`src/rtl/wb_master_pkg.sv`:
```
// wb_master_pkg: shared types and constants for the Wishbone B3 debug initiator.
//   wb_status_t : completion code returned alongside rsp_valid.
//   state_t     : top-level bus-cycle FSM states.
//   CTI_CLASSIC : cycle-type identifier for classic (non-burst) cycles.
//   cnt_width() : bit width needed to hold 0..n, never less than 1.
package wb_master_pkg;

    typedef enum logic [1:0] {
        WB_OK      = 2'd0,
        WB_ERR     = 2'd1,
        WB_RTY     = 2'd2,
        WB_TIMEOUT = 2'd3
    } wb_status_t;

    typedef enum logic [1:0] {
        ST_IDLE    = 2'd0,
        ST_CYCLE   = 2'd1,
        ST_BACKOFF = 2'd2
    } state_t;

    localparam logic [2:0] CTI_CLASSIC = 3'b000;
    localparam logic [1:0] BTE_LINEAR  = 2'b00;

    // A zero-width counter is illegal, so small ranges round up to one bit.
    function automatic int cnt_width(input int n);
        return (n < 2) ? 1 : $clog2(n + 1);
    endfunction

endpackage

```
`src/rtl/wishbone_b3.sv`:
```
// wishbone_b3: Wishbone B3 classic-cycle bus bundle.
//   master modport: drives adr, cyc, stb, we, sel, dat_m2s, cti, bte;
//                   samples ack, err, rty, dat_s2m.
//   slave modport : the mirror image.
interface wishbone_b3 #(
    parameter int addr_width = 32,
    parameter int data_width = 32
);
    logic [addr_width-1:0] adr;
    logic                  cyc;
    logic                  stb;
    logic                  we;
    logic [3:0]            sel;
    logic [data_width-1:0] dat_m2s;
    logic [data_width-1:0] dat_s2m;
    logic [2:0]            cti;
    logic [1:0]            bte;
    logic                  ack;
    logic                  err;
    logic                  rty;

    modport master (
        output adr, cyc, stb, we, sel, dat_m2s, cti, bte,
        input  ack, err, rty, dat_s2m
    );

    modport slave (
        input  adr, cyc, stb, we, sel, dat_m2s, cti, bte,
        output ack, err, rty, dat_s2m
    );
endinterface

```
`src/rtl/wb_cycle_timer.sv`:
```
// wb_cycle_timer: loadable down-counter that saturates at zero.
//   clk, rst_n : clock and asynchronous active-low reset.
//   load       : load load_val this cycle (wins over dec).
//   load_val   : value to load.
//   dec        : decrement by one unless already zero.
//   zero       : count is zero.
module wb_cycle_timer #(
    parameter int width = 4
) (
    input  logic             clk,
    input  logic             rst_n,
    input  logic             load,
    input  logic [width-1:0] load_val,
    input  logic             dec,
    output logic             zero
);

    logic [width-1:0] count_q;
    logic [width-1:0] count_d;

    // NOTE: every always_comb output gets a default first so no path leaves it
    // unassigned, which would otherwise infer a latch.
    always_comb begin
        count_d = count_q;
        if (load) begin
            count_d = load_val;
        end else if (dec && (count_q != '0)) begin
            count_d = count_q - width'(1);
        end
    end

    // NOTE: sequential state uses non-blocking assignment so every flop samples
    // pre-edge values regardless of process ordering.
    always_ff @(posedge clk or negedge rst_n) begin
        if (!rst_n) begin
            count_q <= '0;
        end else begin
            count_q <= count_d;
        end
    end

    assign zero = (count_q == '0);

endmodule

```
`src/rtl/wb_dbg_master_b3.sv`:
```
// wb_dbg_master_b3: single-transaction Wishbone B3 classic-cycle initiator.
// Latches one request, runs it on the bus with ack/err/rty handling, bounded
// retry with back-off and a watchdog timeout, then pulses rsp_valid.
//   clk, rst_n  : clock, asynchronous active-low reset.
//   req_stb     : request strobe, sampled only while req_busy is low.
//   req_we/adr/dat/sel : request attributes.
//   req_busy    : transaction in progress.
//   rsp_valid   : one-cycle completion pulse.
//   rsp_dat     : read data (updated only by an acked read).
//   rsp_status  : completion code, valid with rsp_valid.
//   wb          : Wishbone B3 master port.
module wb_dbg_master_b3
    import wb_master_pkg::*;
#(
    parameter int addr_width     = 32,
    parameter int data_width     = 32,
    parameter int max_retries    = 3,
    parameter int backoff_cycles = 4,
    parameter int timeout_cycles = 255
) (
    input  logic                  clk,
    input  logic                  rst_n,
    input  logic                  req_stb,
    input  logic                  req_we,
    input  logic [addr_width-1:0] req_adr,
    input  logic [data_width-1:0] req_dat,
    input  logic [3:0]            req_sel,
    output logic                  req_busy,
    output logic                  rsp_valid,
    output logic [data_width-1:0] rsp_dat,
    output wb_status_t            rsp_status,
    wishbone_b3.master            wb
);

    localparam int  TO_W       = cnt_width(timeout_cycles);
    localparam int  BO_W       = cnt_width(backoff_cycles);
    localparam int  RT_W       = cnt_width(max_retries);
    localparam bit  TIMEOUT_EN = (timeout_cycles != 0);
    // Timers count down to zero, so they load N-1 to expire on the N-th cycle.
    localparam int  TO_LOAD_I  = (timeout_cycles > 0) ? timeout_cycles - 1 : 0;
    localparam int  BO_LOAD_I  = (backoff_cycles > 0) ? backoff_cycles - 1 : 0;
    localparam logic [TO_W-1:0] TO_LOAD = TO_W'(TO_LOAD_I);
    localparam logic [BO_W-1:0] BO_LOAD = BO_W'(BO_LOAD_I);
    localparam logic [RT_W-1:0] RT_LOAD = RT_W'(max_retries);

    state_t                state_q,      state_d;
    logic                  cyc_q,        cyc_d;
    logic                  busy_q,       busy_d;
    logic                  we_q,         we_d;
    logic [addr_width-1:0] adr_q,        adr_d;
    logic [data_width-1:0] dat_q,        dat_d;
    logic [3:0]            sel_q,        sel_d;
    logic [RT_W-1:0]       retry_q,      retry_d;
    logic                  rsp_valid_q,  rsp_valid_d;
    logic [data_width-1:0] rsp_dat_q,    rsp_dat_d;
    wb_status_t            rsp_status_q, rsp_status_d;

    logic to_load, to_dec, to_zero;
    logic bo_load, bo_dec, bo_zero;

    // Watchdog: counts strobe cycles of the current phase.
    wb_cycle_timer #(.width(TO_W)) u_timeout (
        .clk      (clk),
        .rst_n    (rst_n),
        .load     (to_load),
        .load_val (TO_LOAD),
        .dec      (to_dec),
        .zero     (to_zero)
    );

    // Back-off: counts idle cycles between a rty and the re-issue.
    wb_cycle_timer #(.width(BO_W)) u_backoff (
        .clk      (clk),
        .rst_n    (rst_n),
        .load     (bo_load),
        .load_val (BO_LOAD),
        .dec      (bo_dec),
        .zero     (bo_zero)
    );

    always_comb begin
        state_d      = state_q;
        cyc_d        = cyc_q;
        busy_d       = busy_q;
        we_d         = we_q;
        adr_d        = adr_q;
        dat_d        = dat_q;
        sel_d        = sel_q;
        retry_d      = retry_q;
        rsp_valid_d  = 1'b0;
        rsp_dat_d    = rsp_dat_q;
        rsp_status_d = rsp_status_q;
        to_load      = 1'b0;
        to_dec       = 1'b0;
        bo_load      = 1'b0;
        bo_dec       = 1'b0;

        unique case (state_q)
            ST_IDLE: begin
                if (req_stb) begin
                    we_d    = req_we;
                    adr_d   = req_adr;
                    dat_d   = req_dat;
                    sel_d   = req_sel;
                    retry_d = RT_LOAD;
                    to_load = 1'b1;
                    cyc_d   = 1'b1;
                    busy_d  = 1'b1;
                    state_d = ST_CYCLE;
                end
            end

            ST_CYCLE: begin
                // Priority err > ack > rty > timeout.
                if (wb.err) begin
                    cyc_d        = 1'b0;
                    busy_d       = 1'b0;
                    rsp_valid_d  = 1'b1;
                    rsp_status_d = WB_ERR;
                    state_d      = ST_IDLE;
                end else if (wb.ack) begin
                    if (!we_q) begin
                        rsp_dat_d = wb.dat_s2m;
                    end
                    cyc_d        = 1'b0;
                    busy_d       = 1'b0;
                    rsp_valid_d  = 1'b1;
                    rsp_status_d = WB_OK;
                    state_d      = ST_IDLE;
                end else if (wb.rty) begin
                    cyc_d = 1'b0;
                    if (retry_q != '0) begin
                        retry_d = retry_q - RT_W'(1);
                        bo_load = 1'b1;
                        state_d = ST_BACKOFF;
                    end else begin
                        busy_d       = 1'b0;
                        rsp_valid_d  = 1'b1;
                        rsp_status_d = WB_RTY;
                        state_d      = ST_IDLE;
                    end
                end else if (TIMEOUT_EN && to_zero) begin
                    cyc_d        = 1'b0;
                    busy_d       = 1'b0;
                    rsp_valid_d  = 1'b1;
                    rsp_status_d = WB_TIMEOUT;
                    state_d      = ST_IDLE;
                end else begin
                    to_dec = 1'b1;
                end
            end

            ST_BACKOFF: begin
                if (bo_zero) begin
                    cyc_d   = 1'b1;
                    to_load = 1'b1;
                    state_d = ST_CYCLE;
                end else begin
                    bo_dec = 1'b1;
                end
            end

            default: begin
                cyc_d   = 1'b0;
                busy_d  = 1'b0;
                state_d = ST_IDLE;
            end
        endcase
    end

    always_ff @(posedge clk or negedge rst_n) begin
        if (!rst_n) begin
            state_q      <= ST_IDLE;
            cyc_q        <= 1'b0;
            busy_q       <= 1'b0;
            we_q         <= 1'b0;
            adr_q        <= '0;
            dat_q        <= '0;
            sel_q        <= '0;
            retry_q      <= '0;
            rsp_valid_q  <= 1'b0;
            rsp_dat_q    <= '0;
            rsp_status_q <= WB_OK;
        end else begin
            state_q      <= state_d;
            cyc_q        <= cyc_d;
            busy_q       <= busy_d;
            we_q         <= we_d;
            adr_q        <= adr_d;
            dat_q        <= dat_d;
            sel_q        <= sel_d;
            retry_q      <= retry_d;
            rsp_valid_q  <= rsp_valid_d;
            rsp_dat_q    <= rsp_dat_d;
            rsp_status_q <= rsp_status_d;
        end
    end

    assign wb.cyc     = cyc_q;
    assign wb.stb     = cyc_q;
    assign wb.we      = we_q;
    assign wb.adr     = adr_q;
    assign wb.sel     = sel_q;
    assign wb.dat_m2s = dat_q;
    assign wb.cti     = CTI_CLASSIC;
    assign wb.bte     = BTE_LINEAR;

    assign req_busy   = busy_q;
    assign rsp_valid  = rsp_valid_q;
    assign rsp_dat    = rsp_dat_q;
    assign rsp_status = rsp_status_q;

endmodule

```
`src/flat_wrapper.sv`:
```
// flat-port wrapper written by rule: the top's interface ports become plain ports
module wb_dbg_master_b3_flat import wb_master_pkg::*;
#(
    parameter int addr_width     = 32,
    parameter int data_width     = 32,
    parameter int max_retries    = 3,
    parameter int backoff_cycles = 4,
    parameter int timeout_cycles = 255
)
  (clk, rst_n, req_stb, req_we, req_adr, req_dat, req_sel, req_busy, rsp_valid, rsp_dat, rsp_status, wb_adr, wb_cyc, wb_stb, wb_we, wb_sel, wb_dat_m2s, wb_cti, wb_bte, wb_ack, wb_err, wb_rty, wb_dat_s2m);
  wishbone_b3 #(.addr_width(addr_width), .data_width(data_width)) wb_i ();
  input  logic clk;
  input  logic rst_n;
  input  logic req_stb;
  input  logic req_we;
  input  logic [addr_width-1:0] req_adr;
  input  logic [data_width-1:0] req_dat;
  input  logic [3:0] req_sel;
  output logic req_busy;
  output logic rsp_valid;
  output logic [data_width-1:0] rsp_dat;
  output wb_status_t rsp_status;
  output wire logic [$bits(wb_i.adr)-1:0] wb_adr;
  output wire logic [$bits(wb_i.cyc)-1:0] wb_cyc;
  output wire logic [$bits(wb_i.stb)-1:0] wb_stb;
  output wire logic [$bits(wb_i.we)-1:0] wb_we;
  output wire logic [$bits(wb_i.sel)-1:0] wb_sel;
  output wire logic [$bits(wb_i.dat_m2s)-1:0] wb_dat_m2s;
  output wire logic [$bits(wb_i.cti)-1:0] wb_cti;
  output wire logic [$bits(wb_i.bte)-1:0] wb_bte;
  input wire logic [$bits(wb_i.ack)-1:0] wb_ack;
  input wire logic [$bits(wb_i.err)-1:0] wb_err;
  input wire logic [$bits(wb_i.rty)-1:0] wb_rty;
  input wire logic [$bits(wb_i.dat_s2m)-1:0] wb_dat_s2m;
  assign wb_adr = wb_i.adr;
  assign wb_cyc = wb_i.cyc;
  assign wb_stb = wb_i.stb;
  assign wb_we = wb_i.we;
  assign wb_sel = wb_i.sel;
  assign wb_dat_m2s = wb_i.dat_m2s;
  assign wb_cti = wb_i.cti;
  assign wb_bte = wb_i.bte;
  assign wb_i.ack = wb_ack;
  assign wb_i.err = wb_err;
  assign wb_i.rty = wb_rty;
  assign wb_i.dat_s2m = wb_dat_s2m;
  wb_dbg_master_b3 #(.addr_width(addr_width), .data_width(data_width), .max_retries(max_retries), .backoff_cycles(backoff_cycles), .timeout_cycles(timeout_cycles)) u_core (.clk(clk), .rst_n(rst_n), .req_stb(req_stb), .req_we(req_we), .req_adr(req_adr), .req_dat(req_dat), .req_sel(req_sel), .req_busy(req_busy), .rsp_valid(rsp_valid), .rsp_dat(rsp_dat), .rsp_status(rsp_status), .wb(wb_i));
endmodule
```
`config.mk`:
```
export PLATFORM = sky130hd
export DESIGN_NAME = wb_dbg_master_b3_flat
export DESIGN_NICKNAME = d
export VERILOG_FILES = /design/src/rtl/wb_master_pkg.sv /design/src/rtl/wishbone_b3.sv /design/src/rtl/wb_cycle_timer.sv /design/src/rtl/wb_dbg_master_b3.sv /design/src/flat_wrapper.sv
export SDC_FILE = /design/constraint.sdc
export NUM_CORES = 1
export LEC_CHECK = 0
export CORE_MARGIN = 2
export CORE_UTILIZATION = 46
export CTS_BUF_LIST = sky130_fd_sc_hd__clkbuf_2
export DETAILED_ROUTE_END_ITERATION = 12
export DONT_BUFFER_PORTS = 1
export HOLD_SLACK_MARGIN = 0.03
export SLEW_MARGIN = 30
export SYNTH_ARGS = -nofsm -noshare
export SYNTH_HDL_FRONTEND = slang
export SYNTH_SLANG_ARGS = --single-unit
```
`constraint.sdc`:
```
create_clock -name clk -period 2.8 [get_ports clk]
set_input_delay 0.42 -clock clk [delete_from_list [all_inputs] [get_ports clk]]
set_output_delay 0.42 -clock clk [all_outputs]
set_load 0.03 [all_outputs]
```
==> impl_metrics.toml, run 1 <==
[die]
die_w_um = 107
die_height_um = 107
start_util = 0.471
boundaryPins = 219
row_count = 37

[logic_synthesis]
yosysWarnings = 0
synth_top_family_by_area = "multiplexers"
yosys.cell_types.count = 38
yosysSeqAreaShare = 0.626
synth_fa_ha_area_frac = 0.0129
synth_compound_area_frac = 0.0411
ys_async_sr_fraction = 1.00
syn_area_sq_um = 4840
ys_dominant_reg_cell = "dfrtp_1"
synth.mux.area_fraction = 0.235
synth_edf_count = 0
post_synth_and_or_nand_nor_area_fraction = 0.0466
synthCells = 330
synth_xor_area_frac = 0.00724
synth-seq-cells = 121
syn_area_per_cell_sq_um = 14.7

[clock_network]
htree_num_levels = 4
cts_resized = 0
clock_sinks = 121
cts_buffers = 17
post-cts-setup-buffers = 0
root_buffer = "clkbuf_2"
ctsHoldBuffers = 101
max-clock-path-buffers = 2

[place]
post-place-ws_ns = 0.772
port_buffers = 0
gp_congestion = 0.734
place_hpwl_mm = 6.40

[outcome]
stop_error = "[ERROR RSZ-0060] Max buffer count reached."
lastStage = "4_1_cts"
status = "did not finish"
[stage by stage]
| stage | hold slack, ns | std cells | area (sq um) | util |
|---|---|---|---|---|
| 3_5_place_dp | 0.127 | 453 | 4930 | 0.480 |
| 3_3_place_gp | 0.127 | 453 | 4930 | 0.480 |
| 2_1_floorplan | 0.124 | 334 | 4850 | - |
[kinds of logic after synthesis]
| family | count (synthesis) |
|---|---|
| other | 1 |
| adder cells (fa/ha/maj) | 5 |
| AND/OR/NAND/NOR | 40 |
| AO/OA/AOI/OAI | 30 |
| XOR/XNOR | 4 |
| flip-flops | 121 |
| multiplexers | 101 |
| buffers and inverters | 28 |
[cells in the mapped netlist, types with 2 or more instances]
cell,number,area share
a211oi_1,4,0.0062
a21oi_1,7,0.0072
a31oi_1,2,0.0026
and3_1,4,0.0052
buf_1,2,0.0016
buf_2,3,0.0031
buf_4,6,0.0093
buf_6,2,0.0047
clkbuf_1,7,0.0054
dfrtp_1,121,0.63
ha_1,5,0.013
inv_1,8,0.0062
mux2_2,101,0.24
nand2_1,10,0.0078
nand3_1,2,0.0021
nor2_1,9,0.0070
nor3_1,5,0.0052
o211ai_1,3,0.0047
o21ai_0,5,0.0052
o21ai_1,4,0.0041
xnor2_1,3,0.0054
==> run 2: changes to the inputs <==
--- a/config.mk
+++ b/config.mk
@@ -6,11 +6,10 @@
 export NUM_CORES = 1
 export LEC_CHECK = 0
 export CORE_MARGIN = 2
-export CORE_UTILIZATION = 46
-export CTS_BUF_LIST = sky130_fd_sc_hd__clkbuf_2
+export CORE_UTILIZATION = 31
 export DETAILED_ROUTE_END_ITERATION = 12
 export DONT_BUFFER_PORTS = 1
-export HOLD_SLACK_MARGIN = 0.03
+export PLACE_DENSITY_LB_ADDON = 0.15
 export SLEW_MARGIN = 30
 export SYNTH_ARGS = -nofsm -noshare
 export SYNTH_HDL_FRONTEND = slang
==> run 2 against run 1 <==
  * Synthesized area unchanged
  * Synthesized cell count is the same
  * The flow now finishes, with violations (negative hold slack)
==> impl_metrics.toml, run 2 <==
[outcome]
status = "finished with violations"
violations = "negative hold slack"

[run]
max-cap-violations = 0

[grt]
antenna_found_initial = 0
grt_max_degree = 122
grt_pass1_vias = 2773
grt_pass1_wl_mm = 15.7
grt_overflow = 0
track_usage = 0.127

[timing]
fin_tns_setup_ns = 0
rsz0062_at_grt = "no"
tightestPinTransition_ns = 0.689
holdWs_ns = -0.291
finalSetupViolCount = 0
skew_ns = 0.00531
max_freq_mhz = 479
period_needed_ns = 2.09
slew_headroom = 0.539
fin_crit_sh = 0.746
hold_viol = 121
drv_slew = 0

[power]
combPwrFrac = 0.141
swShare = 0.404
p_leak_nw = 2.42
p_sw_w = 0.00340
p_seq_frac = 0.560
ir_drop_v = 0.000678
power_density_nw_per_um2 = 1470
p_int_w = 0.00502
total_power_w = 0.00842
p_clk_frac = 0.299

[logic_synthesis]
syn_area_sq_um = 4840
synth_top_area_cell = "dfrtp_1"
syn_area_per_cell_sq_um = 14.7
synth_edf_count = 0
yosysWarnings = 0
ys_top_cells_by_count = "dfrtp_1 (121), mux2_2 (101), nand2_1 (10), nor2_1 (9), inv_1 (8)"
synth-seq-cells = 121
ys_async_sr_fraction = 1.00
yosysSeqAreaShare = 0.626
yosys.cell_types.count = 38
synth.most_common_cell = "dfrtp_1"
synth_area_leaders = "dfrtp_1 (63%), mux2_2 (24%), ha_1 (1.3%)"
synth_top_area_frac = 0.626
ys_dominant_reg_cell = "dfrtp_1"
synthCells = 330

[layout]
n_antenna_cell = 0
syn_to_final_growth_pct = 18.1
final_common_cell = "dfrtp_1"
fillers = 1440
final_area_sq_um = 5710
layout_common_cells = "dfrtp_1 (121), mux2_2 (101), clkbuf_16 (17)"
final_core_util = 0.376
final_layout_size_suffix_gt1_frac = 0.410
nets = 450

[die]
die_area_sq_um = 16600
coreArea_sq_um = 15200
die_w_um = 129
die_height_um = 129
boundaryPins = 219
start_util = 0.318
row_count = 45

[clock_network]
post-cts-setup-buffers = 0
cts_buffers = 17
htree_num_levels = 4
root_buffer = "clkbuf_16"
clk_latency_ns = 0.41
max-clock-path-buffers = 2
clk_pin_slew_ns = 0.06
cts_resized = 0
cts_tree = "yes"
clock_sinks = 121

[detailed_routing]
drcViolationCount = 0
dr.first_iter.drc_count = 71
antenna_left = 0
routedWlPerCell_um = 19.0
first_pass_iters = 4
vias = 2627
wl_mm = 10.2
via_per_inst = 4.87

[critical_path]
endpoint_kind = "register"
path_buf_inv = 1
cp_data_arrival_time_ns = 2.34
worstPathCellList = "inv_1 -> ha_1 -> or4b_2 -> a211oi_1 -> and3_1 -> o21ai_1"
path_max_fanout = 4
start_kind = "register"
crit_path_top_delay_cell = "or4b_2"
cp.required_ns = 3.05
slowest_delay_ns = 0.60
worstSetupPathType = "register to register"
critical_path.top_delay_family = "simple AND/OR/NAND/NOR gates"

[min_path]
hold_class = "input pin to async pin"

[place]
port_buffers = 0
place_hpwl_mm = 7.13
gp_congestion = 0.695
placed_cell_area_sq_um = 5030
run 2: per-layer routing:
metal  GRT usage  vias to the layer above  part of all wire
met2       0.197                      142              0.50
met1       0.146                     1305              0.38
met4      0.0499                        0             0.012
li1            -                     1171                 -
met3      0.0703                        9              0.10
met5           0                        -                 0
run 2: layout make-up:
| cell class | count | area, sq um | area share |
|---|---|---|---|
| flip-flops and latches | 121 | 3030 | 0.530 |
| clock inverters | 11 | 216 | 0.0379 |
| multi-input cells | 185 | 1680 | 0.295 |
| well taps | 188 | 235 | 0.0412 |
| repair buffers | 5 | 50.0 | 0.00876 |
| clock buffers | 21 | 470 | 0.0823 |
| inverters | 8 | 30.0 | 0.00526 |
run 2: worst paths after layout:
check | from | to | slack [ns] | cells after the start
worst min-delay path | rst_n | u_core.req_busy | -0.29 | 0
min in group clk | req_adr[16] | u_core.wb.adr[16] | 0.16 | 1
worst max-delay path | u_core.u_timeout.count_q[0] | u_core.u_timeout.count_q[6] | 0.71 | 6
max in group asynchronous | rst_n | u_core.wb.cyc | 2.78 | 0
worst min register to register | u_core.retry_q[0] | u_core.retry_q[0] | 0.49 | 1
worst max register to register | u_core.u_timeout.count_q[0] | u_core.u_timeout.count_q[6] | 0.71 | 6
run 2: kinds of logic (layout without fill, tap and decap cells):
kind of cell	after synthesis	in the layout	share of synthesized area
buffers and inverters	28	45	0.0303
other	1	5	0.000775
muxes	101	101	0.235
AOI/OAI and AO/OA	30	30	0.0411
xor gates and xnor gates	4	4	0.00724
and+or+nand+nor	40	40	0.0466
DFF	121	121	0.626
adders and majority gates	5	5	0.0129
run 2: power by group through the flow:
stage	Sequential [W]	Clock, W	Combinational (W)
after floorplan	0.00451	0	0.00108
after global placement	0.00479	0	0.00116
after detailed placement	0.00476	0	0.00122
after CTS	0.00475	0.00258	0.00121
after global routing	0.00484	0.00269	0.00132
final	0.00472	0.00252	0.00119
run 2: worst register-to-register path: cells and delay by family (launching register included):
kind	cells	cell delay, ns
AOI/OAI and AO/OA	2	0.43
DFF	1	0.41
and+or+nand+nor	2	0.81
buffers and inverters	1	0.09
adders and majority gates	1	0.19
run 2: stage by stage:
step | worst slack [ns] | instances
floorplan | 0.878 | 334
global placement | 0.768 | 507
detailed placement | 0.720 | 507
CTS | 0.697 | 539
global route | 0.601 | 539
finish | 0.712 | 539
No activity file was read; power rests on OpenSTA's default activity.
==> run 3: changes to the inputs <==
==> constraint.sdc (replaced) <==
create_clock -name clk -period 2 [get_ports clk]
set_input_delay 0.3 -clock clk [delete_from_list [all_inputs] [get_ports clk]]
set_output_delay 0.3 -clock clk [all_outputs]
set_load 0.03 [all_outputs]
==> run 3 against run 2 <==
  * The flow still finishes with violations (negative hold slack)
  * Critical path depth up 1
  * Clock skew up 0.0015 ns
  * Highest routed layer unchanged
  * Wire length up 0.73%
  * Cell area about the same
  * Clock power up 29%
  * Cell count up 0.93%
  * Non-clock buffer count up 5
  * First-iteration DRC count up 15%
==> impl_metrics.toml, run 3 (same netlist as run 2, synthesis figures left out) <==
[timing]
holdWs_ns = -0.411
drv_slew = 0
tightestPinTransition_ns = 0.641
max_freq_mhz = 536
skew_ns = 0.00682
period_needed_ns = 1.86
hold_viol = 121
fin_crit_sh = 0.932
slew_headroom = 0.571
fin_tns_setup_ns = 0
finalSetupViolCount = 0
rsz0062_at_grt = "no"

[clock_network]
clk_pin_slew_ns = 0.05
cts_tree = "yes"
clk_latency_ns = 0.41
cts_buffers = 17
post-cts-setup-buffers = 0
max-clock-path-buffers = 2
htree_num_levels = 4
clock_sinks = 121
root_buffer = "clkbuf_16"

[power]
ir_drop_v = 0.000723
p_leak_nw = 2.42
power_density_nw_per_um2 = 2020

[detailed_routing]
wl_mm = 10.3
first_pass_iters = 5
routedWlPerCell_um = 18.9
antenna_left = 0
via_per_inst = 4.90
dr.first_iter.drc_count = 82
drcViolationCount = 0
vias = 2668

[outcome]
violations = "negative hold slack"
status = "finished with violations"

[place]
dpl.cell_count = 512
placed_cell_area_sq_um = 5080
gp_congestion = 0.729
port_buffers = 0
place_hpwl_mm = 7.11

[critical_path]
worstSetupPathType = "register to register"
endpoint_kind = "register"
r2r_cells = 7
startpoint = "u_core.u_timeout.count_q[1]"
start_kind = "register"
path_max_fanout = 10
rr_startpoint = "u_core.u_timeout.count_q[1]"
cp_data_arrival_time_ns = 2.12
critPathCapture = "u_core.u_timeout.count_q[7]"
r2r-end = "u_core.u_timeout.count_q[7]"
reg2reg_slack_ns = 0.14
cp.required_ns = 2.26

[layout]
instances_no_fill = 544
n_antenna_cell = 0
final_area_sq_um = 5720
final_common_cell = "dfrtp_1"
fillers = 1444
layout_common_cells = "dfrtp_1 (121), mux2_2 (101), clkbuf_16 (17)"
final_layout_size_suffix_gt1_frac = 0.424
syn_to_final_growth_pct = 18.2
nets = 455

[grt]
grt_pass1_vias = 2928
antenna_found_initial = 0
grt_max_degree = 122
grt_overflow = 0
grt_pass1_wl_mm = 15.9
track_usage = 0.126

[die]
die_height_um = 129
coreArea_sq_um = 15200
row_count = 45
die_w_um = 129
start_util = 0.318
die_area_sq_um = 16600
boundaryPins = 219

[min_path]
hold_class = "input pin to async pin"

[run]
max-cap-violations = 0
[run 3: worst min path at each step]
stage | endpoint | slack (ns)
6_report | u_core.retry_q[0] | -0.41
5_1_grt | u_core.retry_q[0] | -0.44
4_1_cts | u_core.wb.dat_m2s[10] | -0.44
3_5_place_dp | u_core.retry_q[0] | 0.008
3_3_place_gp | u_core.retry_q[0] | 0.007
2_1_floorplan | u_core.req_busy | 0.004
[run 3: per-stage QoR]
stage	total power, W	util	worst slack (ns)	hold slack [ns]
6_report	0.0115	0.376	0.136	-0.411
5_1_grt	0.0122	0.376	0.0167	-0.442
4_1_cts	0.0117	0.375	0.0630	-0.439
3_5_place_dp	0.00841	0.334	0.0667	0.00757
3_3_place_gp	0.00835	0.334	0.0885	0.00717
2_1_floorplan	0.00783	-	0.0915	0.00441
[run 3: final cells by class]
type	count	area (sq um)	share of cell area
flip-flops and latches	121	3030	0.530
multi-input cells	185	1690	0.296
clock buffers	21	460	0.0806
inverters	8	30.0	0.00525
well taps	188	235	0.0412
clock inverters	11	170	0.0298
repair buffers	10	100	0.0175
[run 3: what timing repair did]
action                                  4_1_cts  5_1_grt
endpoints found under the hold margin       121      121
endpoints found under the setup margin        0        3
resized for setup                             0        4
[run 3: worst max-delay path, cell delays in order (launching register included)]
cell and delay (ns):
dfrtp_1 0.39, inv_2 0.05, ha_1 0.17, nor4b_2 0.15, buf_4 0.16, a211oi_4 0.47, and4_1 0.26, o21ai_1 0.06
[run 3: power breakdown]
| part | internal (W) | switching, W |
|---|---|---|
| logic | 0.00107 | 0.000664 |
| registers | 0.00355 | 0.00302 |
| clock network | 0.00215 | 0.00109 |
| total | 0.00677 | 0.00478 |
[run 3: per-layer routing]
| layer | global-route usage | up-vias | routed length (um) | part of all wire |
|---|---|---|---|---|
| met2 | 0.192 | 138 | 5040 | 0.49 |
| met4 | 0.0563 | 0 | 195 | 0.019 |
| li1 | - | 1188 | - | - |
| met1 | 0.146 | 1327 | 4040 | 0.39 |
| met3 | 0.0711 | 15 | 1020 | 0.099 |
| met5 | 0 | - | 0 | 0 |
==> run 4: changes to the inputs <==
--- a/config.mk
+++ b/config.mk
@@ -5,6 +5,7 @@
 export SDC_FILE = /design/constraint.sdc
 export NUM_CORES = 1
 export LEC_CHECK = 0
+export CORE_ASPECT_RATIO = 1.4
 export CORE_MARGIN = 2
 export CORE_UTILIZATION = 31
 export DETAILED_ROUTE_END_ITERATION = 12
==> run 4 against run 3 <==
  * The run still ends with negative hold slack left
  * Critical path depth down 3
  * Via count down 0.22%
  * Clock power down 5%
  * Largest cell class unchanged
  * Critical path type unchanged
  * Die area about the same
  * Worst setup slack worse by 0.011 ns
  * Sequential power about the same
  * Combinational power about the same
  * Power down 1.2%
==> impl_metrics.toml, run 4 (same netlist as run 2, synthesis figures left out) <==
[critical_path]
rr_startpoint = "u_core.state_q[1]"
worstPathCellList = "or4b_4 -> a211oi_4 -> and4_1 -> o21ai_1"
worstSetupPathType = "register to register"
critical_path.top_delay_family = "simple AND/OR/NAND/NOR gates"
path_max_fanout = 10
cp_data_arrival_time_ns = 2.12
r2r_cells = 4
cp.depth = 4
crit_path_top_delay_cell = "or4b_4"
path_buf_inv = 0
reg2reg_slack_ns = 0.12
r2r-end = "u_core.u_timeout.count_q[7]"
cp.required_ns = 2.25
start_kind = "register"
endpoint_kind = "register"
slowest_delay_ns = 0.60

[timing]
slew_headroom = 0.562
skew_ns = 0.00810
fin_tns_setup_ns = 0
holdWs_ns = -0.405
fin_ws_ns = 0.125
max_freq_mhz = 533
drv_slew = 0
tightestPinTransition_ns = 0.653
rsz0062_at_grt = "no"
hold_viol = 121
finalSetupViolCount = 0
fin_crit_sh = 0.938
period_needed_ns = 1.88

[layout]
instances_no_fill = 552
fillers = 1498
layout_common_cells = "dfrtp_1 (121), mux2_2 (101), clkbuf_16 (17)"
nets = 456
final_common_cell = "dfrtp_1"
syn_to_final_growth_pct = 18.1
final_core_util = 0.371
n_antenna_cell = 0
final_layout_size_suffix_gt1_frac = 0.427

[power]
p_leak_nw = 2.42
power_density_nw_per_um2 = 2000
ir_drop_v = 0.000701

[grt]
grt_overflow = 0
track_usage = 0.130
grt_pass1_vias = 2945
grt_max_degree = 122
grt_pass1_wl_mm = 16.4
antenna_found_initial = 0

[detailed_routing]
via_per_inst = 4.82
wl_mm = 10.3
drcViolationCount = 0
first_pass_iters = 4
dr.first_iter.drc_count = 103
vias = 2662
antenna_left = 0
routedWlPerCell_um = 18.7

[die]
row_count = 54
die_area_sq_um = 16600
boundaryPins = 219
die_w_um = 110
start_util = 0.314
coreArea_sq_um = 15400
die_height_um = 152

[clock_network]
max-clock-path-buffers = 2
cts_tree = "yes"
clock_sinks = 121
htree_num_levels = 4
clk_latency_ns = 0.41
clk_pin_slew_ns = 0.06
root_buffer = "clkbuf_16"
cts_buffers = 17

[run]
max-cap-violations = 0

[outcome]
violations = "negative hold slack"
status = "finished with violations"

[place]
gp_congestion = 0.713
dpl.cell_count = 521
place_hpwl_mm = 7.29
post-place-ws_ns = 0.0426
port_buffers = 0

[min_path]
hold_class = "input pin to async pin"
-- run 4: worst max path at each step --
stage	slack, ns	startpoint	to
after floorplan	0.09	u_core.u_timeout.count_q[0]	u_core.u_timeout.count_q[6]
after global placement	0.1	u_core.u_timeout.count_q[0]	u_core.u_timeout.count_q[6]
after detailed placement	0.04	u_core.u_timeout.count_q[0]	u_core.u_timeout.count_q[6]
after CTS	0.04	u_core.u_timeout.count_q[0]	u_core.u_timeout.count_q[6]
after global routing	0.03	u_core.state_q[1]	u_core.u_timeout.count_q[7]
final	0.12	u_core.state_q[1]	u_core.u_timeout.count_q[7]
-- run 4: cell type report --
type                    count  area [sq um]  area share
clock buffers              17           425      0.0745
clock inverters            14           174      0.0304
inverters                   8          30.0     0.00526
multi-input cells         185          1690       0.296
flip-flops and latches    121          3030       0.530
well taps                 196           245      0.0429
repair buffers             11           120      0.0210
-- run 4: repair_timing --
| action | CTS | global route |
|---|---|---|
| setup endpoints to repair | 0 | 2 |
| resized for setup | 0 | 3 |
| endpoints found under the hold margin | 121 | 121 |
| buffers inserted | 0 | 0 |
-- run 4: where the power goes --
| part | internal, W | switching, W |
|---|---|---|
| Clock | 0.00196 | 0.00113 |
| Combinational | 0.00109 | 0.000667 |
| Sequential | 0.00355 | 0.00301 |
-- run 4: metrics by stage --
step,cell area [sq um],hold WS [ns],total power [W]
final,5710,-0.405,0.0114
after global routing,5710,-0.431,0.0120
after CTS,5700,-0.432,0.0116
after detailed placement,5100,0.00926,0.00843
after global placement,5100,0.00765,0.00838
after floorplan,4850,0.00441,0.00783
-- run 4: metal layers --
metal / GRT usage / routed length, um / vias up
met2: 0.234 / 5930 / 105
li1: - / - / 1181
met1: 0.130 / 3540 / 1365
met3: 0.0476 / 636 / 11
met4: 0.0591 / 204 / 0
met5: 0 / 0 / -
